--- src/rtl/gp_dram_pkg.sv ---
`timescale 1ns/1ps
// gp_dram_pkg
// Shared definitions for the graphics DRAM arbiter. It holds the command
// encodings, the burst geometry and the address-FIFO word layout
// {cmd[2:0], addr[27:0]}. It also holds the arbiter state type and a helper
// that packs an address-FIFO word.
package gp_dram_pkg;

    localparam logic [2:0] CMD_WRITE   = 3'b000;
    localparam logic [2:0] CMD_READ    = 3'b001;

    localparam int DRAM_BEAT_W = 128;
    localparam int DRAM_MASK_W = DRAM_BEAT_W / 8;
    localparam int BURST_BEATS = 2;

    // Address FIFO word layout: command in the top bits, word address below.
    localparam int AF_CMD_W    = 3;
    localparam int AF_ADDR_W   = 28;
    localparam int AF_W        = AF_CMD_W + AF_ADDR_W;
    localparam int AF_CMD_LSB  = AF_ADDR_W;

    typedef enum logic [1:0] {
        ST_IDLE  = 2'b00,
        ST_ISSUE = 2'b01,
        ST_WR1   = 2'b10
    } arb_state_t;

    function automatic logic [AF_W-1:0] af_pack(input logic [AF_CMD_W-1:0]  cmd,
                                                input logic [AF_ADDR_W-1:0] addr);
        return {cmd, addr};
    endfunction

endpackage

--- src/rtl/gp_arb_tag_fifo.sv ---
`timescale 1ns/1ps
// gp_arb_tag_fifo
// This is an in-order FIFO of client indices, one entry per outstanding read
// burst. Pushing and popping in the same cycle are both honoured. A push
// while full and a pop while empty are ignored.
// Ports: clk, rst_n (async active-low); i_push/i_push_data; i_pop;
//        o_full (DEPTH entries held), o_empty, o_head (oldest entry).
module gp_arb_tag_fifo #(
    parameter int W     = 2,
    parameter int DEPTH = 8
) (
    input  logic         clk,
    input  logic         rst_n,
    input  logic         i_push,
    input  logic [W-1:0] i_push_data,
    input  logic         i_pop,
    output logic         o_full,
    output logic         o_empty,
    output logic [W-1:0] o_head
);

    localparam int PW = (DEPTH > 1) ? $clog2(DEPTH) : 1;

    logic [W-1:0]  r_mem [DEPTH];
    logic [PW-1:0] r_wr_ptr;
    logic [PW-1:0] r_rd_ptr;
    logic [PW:0]   r_count;
    logic          w_do_push;
    logic          w_do_pop;

    assign o_full    = (r_count == (PW+1)'(DEPTH));
    assign o_empty   = (r_count == {(PW+1){1'b0}});
    assign o_head    = r_mem[r_rd_ptr];
    assign w_do_push = i_push && !o_full;
    assign w_do_pop  = i_pop && !o_empty;

    // Storage array, pointers and occupancy. DEPTH is a power of two, so the pointers wrap naturally.
    always_ff @(posedge clk or negedge rst_n) begin
        if (!rst_n) begin
            for (int i = 0; i < DEPTH; i++) begin
                r_mem[i] <= {W{1'b0}};
            end
            r_wr_ptr <= {PW{1'b0}};
            r_rd_ptr <= {PW{1'b0}};
            r_count  <= {(PW+1){1'b0}};
        end else begin
            if (w_do_push) begin
                r_mem[r_wr_ptr] <= i_push_data;
                r_wr_ptr        <= r_wr_ptr + {{(PW-1){1'b0}}, 1'b1};
            end
            if (w_do_pop) begin
                r_rd_ptr <= r_rd_ptr + {{(PW-1){1'b0}}, 1'b1};
            end
            case ({w_do_push, w_do_pop})
                2'b10:   r_count <= r_count + {{PW{1'b0}}, 1'b1};
                2'b01:   r_count <= r_count - {{PW{1'b0}}, 1'b1};
                default: r_count <= r_count;
            endcase
        end
    end

endmodule

--- src/rtl/gp_dram_arbiter.sv ---
`timescale 1ns/1ps
// gp_dram_arbiter
// This module shares one DRAM controller port among NUM_REQ graphics clients.
// Requests are granted round-robin. A read issues one address-FIFO push. A
// write issues one address push together with write beat 0, and pushes
// beat 1 on the next free cycle. Read bursts of two beats come back through
// an in-order tag FIFO to the client that issued them.
// Ports: req_* are per-client request inputs and req_ready pulses on accept.
//        rd_valid and rd_data carry read-return beats.
//        af_* is the address FIFO, wdf_* the write-data FIFO and rdf_* the
//        read-data FIFO.
// All outputs are combinational from state, grant and FIFO flags, and are 0
// whenever they are not actively driving.
module gp_dram_arbiter
    import gp_dram_pkg::*;
#(
    parameter int NUM_REQ   = 3,
    parameter int TAG_DEPTH = 8,
    parameter int ADDR_W    = 28
) (
    input  logic                    clk,
    input  logic                    rst_n,
    input  logic [NUM_REQ-1:0]      req_valid,
    input  logic [NUM_REQ-1:0]      req_write,
    input  logic [NUM_REQ*ADDR_W-1:0] req_addr,
    input  logic [NUM_REQ*256-1:0]  req_wdata,
    input  logic [NUM_REQ*32-1:0]   req_wmask,
    output logic [NUM_REQ-1:0]      req_ready,
    output logic [NUM_REQ-1:0]      rd_valid,
    output logic [127:0]            rd_data,
    input  logic                    af_full,
    output logic                    af_wr_en,
    output logic [30:0]             af_addr_din,
    input  logic                    wdf_full,
    output logic                    wdf_wr_en,
    output logic [127:0]            wdf_din,
    output logic [15:0]             wdf_mask_din,
    input  logic                    rdf_valid,
    input  logic [127:0]            rdf_dout,
    output logic                    rdf_rd_en
);

    localparam int GW = (NUM_REQ > 1) ? $clog2(NUM_REQ) : 1;

    arb_state_t   r_state;
    arb_state_t   w_state_nxt;
    logic [GW-1:0] r_grant;
    logic [GW-1:0] w_grant_nxt;
    logic [GW-1:0] r_rr_ptr;
    logic [GW-1:0] w_rr_nxt;
    logic [GW-1:0] w_arb_idx;
    logic [GW-1:0] w_grant_inc;
    logic          r_beat;

    logic                    w_sel_write;
    logic [ADDR_W-1:0]       w_sel_addr;
    logic [255:0]            w_sel_wdata;
    logic [31:0]             w_sel_wmask;
    logic [NUM_REQ-1:0]      w_grant_onehot;
    logic [NUM_REQ-1:0]      w_head_onehot;

    logic          w_tag_push;
    logic          w_tag_pop;
    logic          w_tag_full;
    logic          w_tag_empty;
    logic [GW-1:0] w_tag_head;

    assign w_sel_write = req_write[r_grant];
    assign w_sel_addr  = req_addr[int'(r_grant)*ADDR_W +: ADDR_W];
    assign w_sel_wdata = req_wdata[int'(r_grant)*256 +: 256];
    assign w_sel_wmask = req_wmask[int'(r_grant)*32 +: 32];
    assign w_grant_inc = (r_grant == GW'(NUM_REQ-1)) ? {GW{1'b0}} : (r_grant + GW'(1));

    gp_arb_tag_fifo #(
        .W     (GW),
        .DEPTH (TAG_DEPTH)
    ) u_tag_fifo (
        .clk         (clk),
        .rst_n       (rst_n),
        .i_push      (w_tag_push),
        .i_push_data (r_grant),
        .i_pop       (w_tag_pop),
        .o_full      (w_tag_full),
        .o_empty     (w_tag_empty),
        .o_head      (w_tag_head)
    );

    // Round-robin search: find the first valid client at or after rr_ptr, wrapping around.
    always_comb begin : arb_search
        int   v_idx;
        logic v_found;
        w_arb_idx = r_rr_ptr;
        v_found   = 1'b0;
        v_idx     = 0;
        for (int k = 0; k < NUM_REQ; k++) begin
            v_idx = int'(r_rr_ptr) + k;
            if (v_idx >= NUM_REQ) begin
                v_idx = v_idx - NUM_REQ;
            end else begin
                v_idx = v_idx;
            end
            if (!v_found && req_valid[v_idx]) begin
                w_arb_idx = GW'(v_idx);
                v_found   = 1'b1;
            end else begin
                v_found   = v_found;
            end
        end
    end

    // One-hot decodes of the current grant and of the tag FIFO head.
    always_comb begin
        w_grant_onehot = {NUM_REQ{1'b0}};
        w_head_onehot  = {NUM_REQ{1'b0}};
        for (int i = 0; i < NUM_REQ; i++) begin
            w_grant_onehot[i] = (r_grant == GW'(i));
            w_head_onehot[i]  = (w_tag_head == GW'(i));
        end
    end

    // Request FSM: compute the next state and drive the issue-side outputs.
    always_comb begin
        w_state_nxt  = r_state;
        w_grant_nxt  = r_grant;
        w_rr_nxt     = r_rr_ptr;
        w_tag_push   = 1'b0;
        af_wr_en     = 1'b0;
        af_addr_din  = {AF_W{1'b0}};
        wdf_wr_en    = 1'b0;
        wdf_din      = {DRAM_BEAT_W{1'b0}};
        wdf_mask_din = {DRAM_MASK_W{1'b0}};
        req_ready    = {NUM_REQ{1'b0}};
        case (r_state)
            ST_IDLE: begin
                if (|req_valid) begin
                    w_grant_nxt = w_arb_idx;
                    w_state_nxt = ST_ISSUE;
                end else begin
                    w_state_nxt = ST_IDLE;
                end
            end
            ST_ISSUE: begin
                if (w_sel_write) begin
                    if (!af_full && !wdf_full) begin
                        af_wr_en     = 1'b1;
                        af_addr_din  = af_pack(CMD_WRITE, AF_ADDR_W'(w_sel_addr));
                        wdf_wr_en    = 1'b1;
                        wdf_din      = w_sel_wdata[127:0];
                        wdf_mask_din = w_sel_wmask[15:0];
                        req_ready    = w_grant_onehot;
                        w_rr_nxt     = w_grant_inc;
                        w_state_nxt  = ST_WR1;
                    end else begin
                        w_state_nxt  = ST_ISSUE;
                    end
                end else begin
                    // A read also needs a free tag slot so that its return can be steered.
                    if (!af_full && !w_tag_full) begin
                        af_wr_en    = 1'b1;
                        af_addr_din = af_pack(CMD_READ, AF_ADDR_W'(w_sel_addr));
                        req_ready   = w_grant_onehot;
                        w_tag_push  = 1'b1;
                        w_rr_nxt    = w_grant_inc;
                        w_state_nxt = ST_IDLE;
                    end else begin
                        w_state_nxt = ST_ISSUE;
                    end
                end
            end
            ST_WR1: begin
                // The client is still holding its wdata, so beat 1 comes straight from the request bus.
                if (!wdf_full) begin
                    wdf_wr_en    = 1'b1;
                    wdf_din      = w_sel_wdata[255:128];
                    wdf_mask_din = w_sel_wmask[31:16];
                    w_state_nxt  = ST_IDLE;
                end else begin
                    w_state_nxt  = ST_WR1;
                end
            end
            default: begin
                w_state_nxt = ST_IDLE;
            end
        endcase
    end

    // Read return path: pop a beat when there is data and a tag to steer it to.
    always_comb begin
        rdf_rd_en = rdf_valid && !w_tag_empty;
        if (rdf_rd_en) begin
            rd_valid = w_head_onehot;
            rd_data  = rdf_dout;
        end else begin
            rd_valid = {NUM_REQ{1'b0}};
            rd_data  = {DRAM_BEAT_W{1'b0}};
        end
        // The tag retires with the second beat of its burst.
        w_tag_pop = rdf_rd_en && r_beat;
    end

    // State, grant, round-robin pointer and return beat counter registers.
    always_ff @(posedge clk or negedge rst_n) begin
        if (!rst_n) begin
            r_state  <= ST_IDLE;
            r_grant  <= {GW{1'b0}};
            r_rr_ptr <= {GW{1'b0}};
            r_beat   <= 1'b0;
        end else begin
            r_state  <= w_state_nxt;
            r_grant  <= w_grant_nxt;
            r_rr_ptr <= w_rr_nxt;
            if (rdf_rd_en) begin
                r_beat <= ~r_beat;
            end else begin
                r_beat <= r_beat;
            end
        end
    end

endmodule

--- config.mk ---
export PLATFORM = sky130hd
export DESIGN_NAME = gp_dram_arbiter
export DESIGN_NICKNAME = d
export VERILOG_FILES = /design/src/rtl/gp_dram_pkg.sv /design/src/rtl/gp_arb_tag_fifo.sv /design/src/rtl/gp_dram_arbiter.sv
export SDC_FILE = /design/constraint.sdc
export NUM_CORES = 1
export LEC_CHECK = 0
export ABC_CLOCK_PERIOD_IN_PS = 2500
export CORE_AREA = 2 2 538 540
export DETAILED_ROUTE_END_ITERATION = 10
export DIE_AREA = 0 0 540 542
export MAX_ROUTING_LAYER = met4
export PLACE_DENSITY = 0.3
export SYNTH_ARGS = -nofsm -noshare
export SYNTH_HDL_FRONTEND = slang
export SYNTH_SLANG_ARGS = --single-unit
--- constraint.sdc ---
create_clock -name clk -period 2.5 [get_ports clk]
set_input_delay 0.625 -clock clk [delete_from_list [all_inputs] [get_ports clk]]
set_output_delay 0.625 -clock clk [all_outputs]
set_load 0.02 [all_outputs]
* Word level (Yosys, flattened, before mapping) *
Index checks and enable logic that the tools add are counted.

operators by class
  equal/unequal tests = 10
  add/sub/neg operators = 10
  shifts and indexed selects = 3
  bitwise gates (word level) = 3
  multipliers = 1
  reduce and logical (&&, ||, !) cells = 24
  magnitude comparators = 10
  muxes and demuxes = 63

operators by type and width
  cell                                                                   number
  768-bit by 11-bit variable part select with 256-bit output             1
  128-bit two-way mux                                                    4
  128-bit one-hot mux with 2 select lines                                1
  32-bit by 4-bit < comparator with 1-bit output, second input constant  3
  32-bit two-way mux                                                     3
  96-bit by 8-bit variable part select with 32-bit output                1
  84-bit by 8-bit variable part select with 28-bit output                1
  31-bit two-way mux                                                     2
  16-bit two-way mux                                                     3
  16-bit one-hot mux with 2 select lines                                 1
  29-bit two-way mux                                                     1
  28-bit two-way mux                                                     1
  2-bit two-way mux                                                      13
  1-bit two-way mux                                                      19
  16-bit bitwise mux                                                     1
  3-bit two-way mux                                                      5
  1-bit logical AND                                                      9
  1-bit binary-select mux with 2-bit select                              4
  2-bit by 1-bit equality test with 1-bit output, second input constant  4
  2-bit equality test, second input constant                             4
  4-bit >= comparator, second input constant                             2
  3-bit inverter with 4-bit output                                       2
  4-bit one-hot mux with 2 select lines                                  1
  3-bit by 2-bit subtractor with 4-bit output, second input constant     2
  26 further kinds                                                       36

word-level totals
  bits of input ports = 1087
  flip-flop bits (word level) = 33

* Depth between registers and ports, before layout *
Gate-level depths: netlist of run 1.

  depth after elaboration = 12
  mapped depth = 12
  depth with buffers taken out = 12

* Cells and area by module *
A second synthesis of run 1 with hierarchy kept.

unflattened totals
  cell total of the unflattened synthesis = 1763
  area total of the unflattened synthesis = 11569.8 um^2

modules (own cells, without submodules)
  module           sequential area each (um^2)  cells an instance  area each (um^2)  times used
  gp_dram_arbiter  175.2                        1656               10158.5           1
  gp_arb_tag_fifo  650.6                        107                1411.4            1

* Worst setup path after synthesis of run 1 *
Ideal clock, no wire load.

  path type = input-to-reg
  start = input req_write[2]
  end = register u_tag_fifo.r_count[2]
  stages = 11
  data required time = 2.373 ns
  setup time = 0.127 ns
  arrival = 2.541 ns
  path slack = -0.168 ns
  cells stage by stage = mux2i_1 o2bb2ai_2 nor3_4 inv_4 ha_1 xor2_1 ha_1 a21oi_1 xor2_1 nor2_1 xor2_1

on the way
  word-level cells in the longest chain between the ends = 7

RTL lines
  element                                                                                line                    text
  start: declaration                                                                     gp_dram_arbiter.sv:24   input logic [NUM_REQ-1:0] req_write,
  1-bit binary-select mux with 2-bit select *                                            gp_dram_arbiter.sv:68   assign w_sel_write = req_write[r_grant];
  1-bit two-way mux (not written as such) *                                              gp_dram_arbiter.sv:68
  1-bit two-way mux *                                                                    gp_dram_arbiter.sv:143  if (w_sel_write) begin
  1-bit two-way mux *                                                                    gp_dram_arbiter.sv:133  case (r_state)
  1-bit logical AND *                                                                    gp_arb_tag_fifo.sv:34   assign w_do_push = i_push && !o_full;
  2-bit by 1-bit equality test with 1-bit output or 2-bit equality test (tied branches)  gp_arb_tag_fifo.sv:54   case ({w_do_push, w_do_pop})
  4-bit one-hot mux with 2 select lines or 2-bit nonzero test (tied branches)            --
  end signal: assignment                                                                 gp_arb_tag_fifo.sv:55   2'b10: r_count <= r_count + {{PW{1'b0}}, 1'b1};
  end signal: assignment                                                                 gp_arb_tag_fifo.sv:56   2'b01: r_count <= r_count - {{PW{1'b0}}, 1'b1};
  end signal: assignment                                                                 gp_arb_tag_fifo.sv:57   default: r_count <= r_count;
  end: declaration                                                                       gp_arb_tag_fifo.sv:27   logic [PW:0] r_count;

Every way passes the cells marked *; elsewhere a longest branch is shown, timed or not. The select of a mux whose other input is x is not followed.
A chain may end at the register's enable or synchronous reset.

* Worst setup path in the final report of run 1 *
  start = register r_grant[1]
  end = output wdf_mask_din[9]

on the way
  word-level cells in the longest chain between the ends = 4

RTL lines
  element                                                                                                               line                                           text
  start: declaration                                                                                                    gp_dram_arbiter.sv:47                          logic [GW-1:0] r_grant;
  start signal: assignment                                                                                              gp_dram_arbiter.sv:205                         r_grant <= {GW{1'b0}};
  start signal: assignment                                                                                              gp_dram_arbiter.sv:210                         r_grant <= w_grant_nxt;
  96-bit by 8-bit variable part select with 32-bit output or 1-bit binary-select mux with 2-bit select (tied branches)  gp_dram_arbiter.sv:71, gp_dram_arbiter.sv:68
  16-bit two-way mux or 1-bit two-way mux (tied branches)                                                               gp_dram_arbiter.sv:144, gp_dram_arbiter.sv:68
  16-bit two-way mux                                                                                                    gp_dram_arbiter.sv:143
  16-bit one-hot mux with 2 select lines *                                                                              gp_dram_arbiter.sv:133
  end: declaration                                                                                                      gp_dram_arbiter.sv:37                          output logic [15:0] wdf_mask_din,

Marks and branches as above.

==> results of run 1 <==
## timing repair
action / 4_1_cts / 5_1_grt
endpoints found under the setup margin: 329 / 329
endpoints found under the hold margin: 0 / 0
setup buffers: 0 / 13
resized for setup: 309 / 302
pin swaps: 8 / 53
cloned: 0 / 11
## logic make-up after synthesis
family / count (synthesis)
AOI/OAI and AO/OA: 489
and+or+nand+nor: 667
adders and majority gates: 12
buffers and inverters: 195
other: 1
DFF: 33
muxes: 344
xor gates and xnor gates: 10
## worst paths after layout
| check | from | to |
|---|---|---|
| hold reg to reg | r_beat | r_beat |
| max in group asynchronous | rst_n | u_tag_fifo.r_mem[9] |
| min in group asynchronous | rst_n | r_grant[1] |
| setup reg to reg | r_grant[1] | u_tag_fifo.r_count[2] |
| hold / removal | r_beat | r_beat |
| setup / recovery | r_grant[1] | wdf_mask_din[9] |
## layout make-up
class | count | area (sq um) | share of cell area [%]
timing repair buffer | 1767 | 19200 | 52.7
clock buffer | 5 | 125 | 0.344
sequential | 33 | 833 | 2.29
tap | 3781 | 4730 | 13.0
inverter | 9 | 36.3 | 0.0997
antenna | 109 | 273 | 0.750
multi-input combinational | 1524 | 11200 | 30.8
clock inverter | 3 | 17.5 | 0.0481
## cell usage after synthesis (5+ instances only)
cell type | n | area share, %
dfrtp_1 | 33 | 7.2
mux2i_1 | 321 | 28
clkbuf_1 | 118 | 3.9
buf_1 | 24 | 0.79
inv_1 | 8 | 0.26
ha_1 | 11 | 1.2
nand2_1 | 16 | 0.53
o22ai_1 | 144 | 7.9
xnor2_1 | 5 | 0.38
mux2_2 | 17 | 1.7
buf_2 | 41 | 1.8
xor2_1 | 5 | 0.38
a21oi_1 | 322 | 14
and2_1 | 272 | 15
nor2_1 | 354 | 12
## power breakdown
part           leakage (uW)  switching (uW)  internal (uW)
Clock             0.0000703             270            366
Sequential         0.000414             323            787
Combinational        0.0130           13500          10800
## registers in the layout, summed over array words and instances, names as in the netlist
name and flops:
u_tag_fifo.r_mem 16, u_tag_fifo.r_count 4, u_tag_fifo.r_rd_ptr 3, u_tag_fifo.r_wr_ptr 3, r_grant 2, r_rr_ptr 2, r_state 2, r_beat 1
## metal layers
| metal | wire length [um] | part of all wire, % |
|---|---|---|
| met3 | 22200 | 10 |
| met1 | 86800 | 40 |
| met5 | 0 | 0 |
| met2 | 102000 | 47 |
| met4 | 4430 | 2.1 |
## stage by stage
| stage | instances | setup TNS [ps] | area, sq um |
|---|---|---|---|
| 6_report | 7231 | -213230 | 36400 |
| 3_5_place_dp | 7094 | -255190 | 34200 |
| 2_1_floorplan | 1752 | -79.8 | 11400 |
| 4_1_cts | 7102 | -226260 | 34900 |
| 3_3_place_gp | 7094 | -251500 | 34200 |
| 5_1_grt | 7213 | -240340 | 36300 |
==> metrics.md, run 1 <==
| Metric | Value |
|---|---|
| Die Area | 293000 sq um |
| PortBufs | roughly 1400 |
| Worst Setup End Kind | output port |
| TritonCTS Buffers | 5 |
| Synth Area in Compound Gates | between 20% and 30% |
| Cell area after synthesis | 11400 sq um |
| WP buf/inv | 7 |
| FF-to-FF setup slack | -580 ps |
| DP Wirelength | roughly 200000 um |
| Endpoints failing setup | 330 |
| Largest family of logic cells by synthesized area | multiplexers |
| Crit-path max cell delay | 520 ps |
| Max-Cap Viols | 0 |
| Critical path type | flop to output port |
| Post-synth ARST share | 100% |
| Period utilisation layout | 142% |
| H-Tree Depth | 2 |
| Synth Register Bits | 33 |
| Yosys warns | 0 |
| Initial antenna violation count | 259 |
| CP max stage cell | dfrtp_4 |
| CTS tree | done |
| P&R area growth vs syn | 219% |
| Count of cell types in the netlist | 52 |
| Slew @ Worst Pin | approximately 660 ps |
| Worst path depth | 12 |
| WHS Path Cells | 1 |
| Die Y-Extent | 542 um |
| DRT antenna net count | 0 |
| Fillers | 32971 |
| Crit-path leading delay family | buffers and inverters |
| Cell Pwr Density | 716 nW/um^2 |
| Synth Area in XOR/XNOR | less than 1% |
| Post-synthesis sequential area ratio | 7.23% |
| Final WS setup | -1060 ps |
| Most frequent cells in the layout | clkdlybuf4s50_1, nor2_1, buf_4, a21oi_1, mux2i_1 |
| Hold_ws | about 470 ps |
| Worst-case reg-to-reg path depth | 16 |
| Max-slew headroom | roughly 56% |
| Row cnt | between 150 and 200 |
| M1 GR Usage | between 10% and 20% |
| Ys flop type | dfrtp_1 |
| CP cell instances | buf_12 -> mux2i_4 -> o2bb2ai_4 -> buf_12 -> nand2_8 -> buf_12 -> buf_12 -> buf_16 -> buf_16 -> o22ai_2 -> and2_4 -> buf_6 |
| Pwr Total | 26000 uW |
| RSZ-0062 raised after global routing | true |
| GR Util met3 | 6.24% |
| Most Crowded Layer GR | met2 |
| Clk slew on worst S/H paths | ~60 ps |
| Max Root-Sink Buffers | 2 |
| Commonest non-fill, non-tap cell in the layout | clkdlybuf4s50_1 |
| Total GRT Usage | approximately 14% |
| DR vias | between 20000 and 25000 |
| Required @ worst endpoint | 1880 ps |
| Number of vias per cell | around 2.9 |
| Final slew viol count | 0 |
| Number of global-route vias before repair | between 20000 and 25000 |
| Cells after synthesis | 1751 |
| Drt pass-1 iters | 6 |
| GRT overflow | 0 |
| DRC viols | 0 |
| Core area | about 290000 sq um |
| Clock Latency Late Sink | 290 ps |
| Top Ports | around 1400 |
| Layout cell share with drive strength beyond 1 | approximately 27% |
| EDFF count, synth | 0 |
| Status | finished with violations |
| Avg Cell Area, Syn | 6.52 sq um |
| Leak pwr | around 0.014 uW |
| Critical Path Start Type | flop |
| Grt met2 use | around a quarter |
| Dpl ws | -1540 ps |
| DIE WIDTH | 540 um |
| Failing checks | negative setup slack |
| WL per Instance | roughly 30 um |
| Max Clk Rate | between 200 and 300 MHz |
| Critical Path Fanout Max | 6 |
| VDD IR max | between 400 and 500 uV |
| Clk root buf | clkbuf_16 |
| Starting Density | roughly 4.0% |
| Min-delay worst type | flop to flop |
| Final Hold Viols | 0 |
| Post-CTS Hold Fix Bufs | 0 |
| Util after Layout | approximately 13% |
| Pin count of the biggest net entering global routing | 67 |
| CTS sink count | 33 |
| Min cycle time layout | ~3600 ps |
| Simple-Gate Fraction of Synth Area | between 20% and 30% |
| Most used cell along the critical path | buf_12 |
| Synth Area in Adders | approximately 1.3% |
| Global-route wire length before repair | about 260000 um |
| Mux cell area share after synthesis | a little under a third |
| NumNets Final | between 4000 and 5000 |
| Placer congestion estimate | 0.959 |
| Critical path arrival | 2930 ps |
| Total routed wirelength | 215000 um |
| Worst Skew | 4.58 ps |
| Starting DRT DRC Count | around 1400 |
No activity file was read; power rests on OpenSTA's default activity.
==> run 2: changes to the inputs <==
ABC_CLOCK_PERIOD_IN_PS = default   (was 2500)
==> results of run 2 <==
No change in the layout: final DEF, timing and power equal those of run 1.
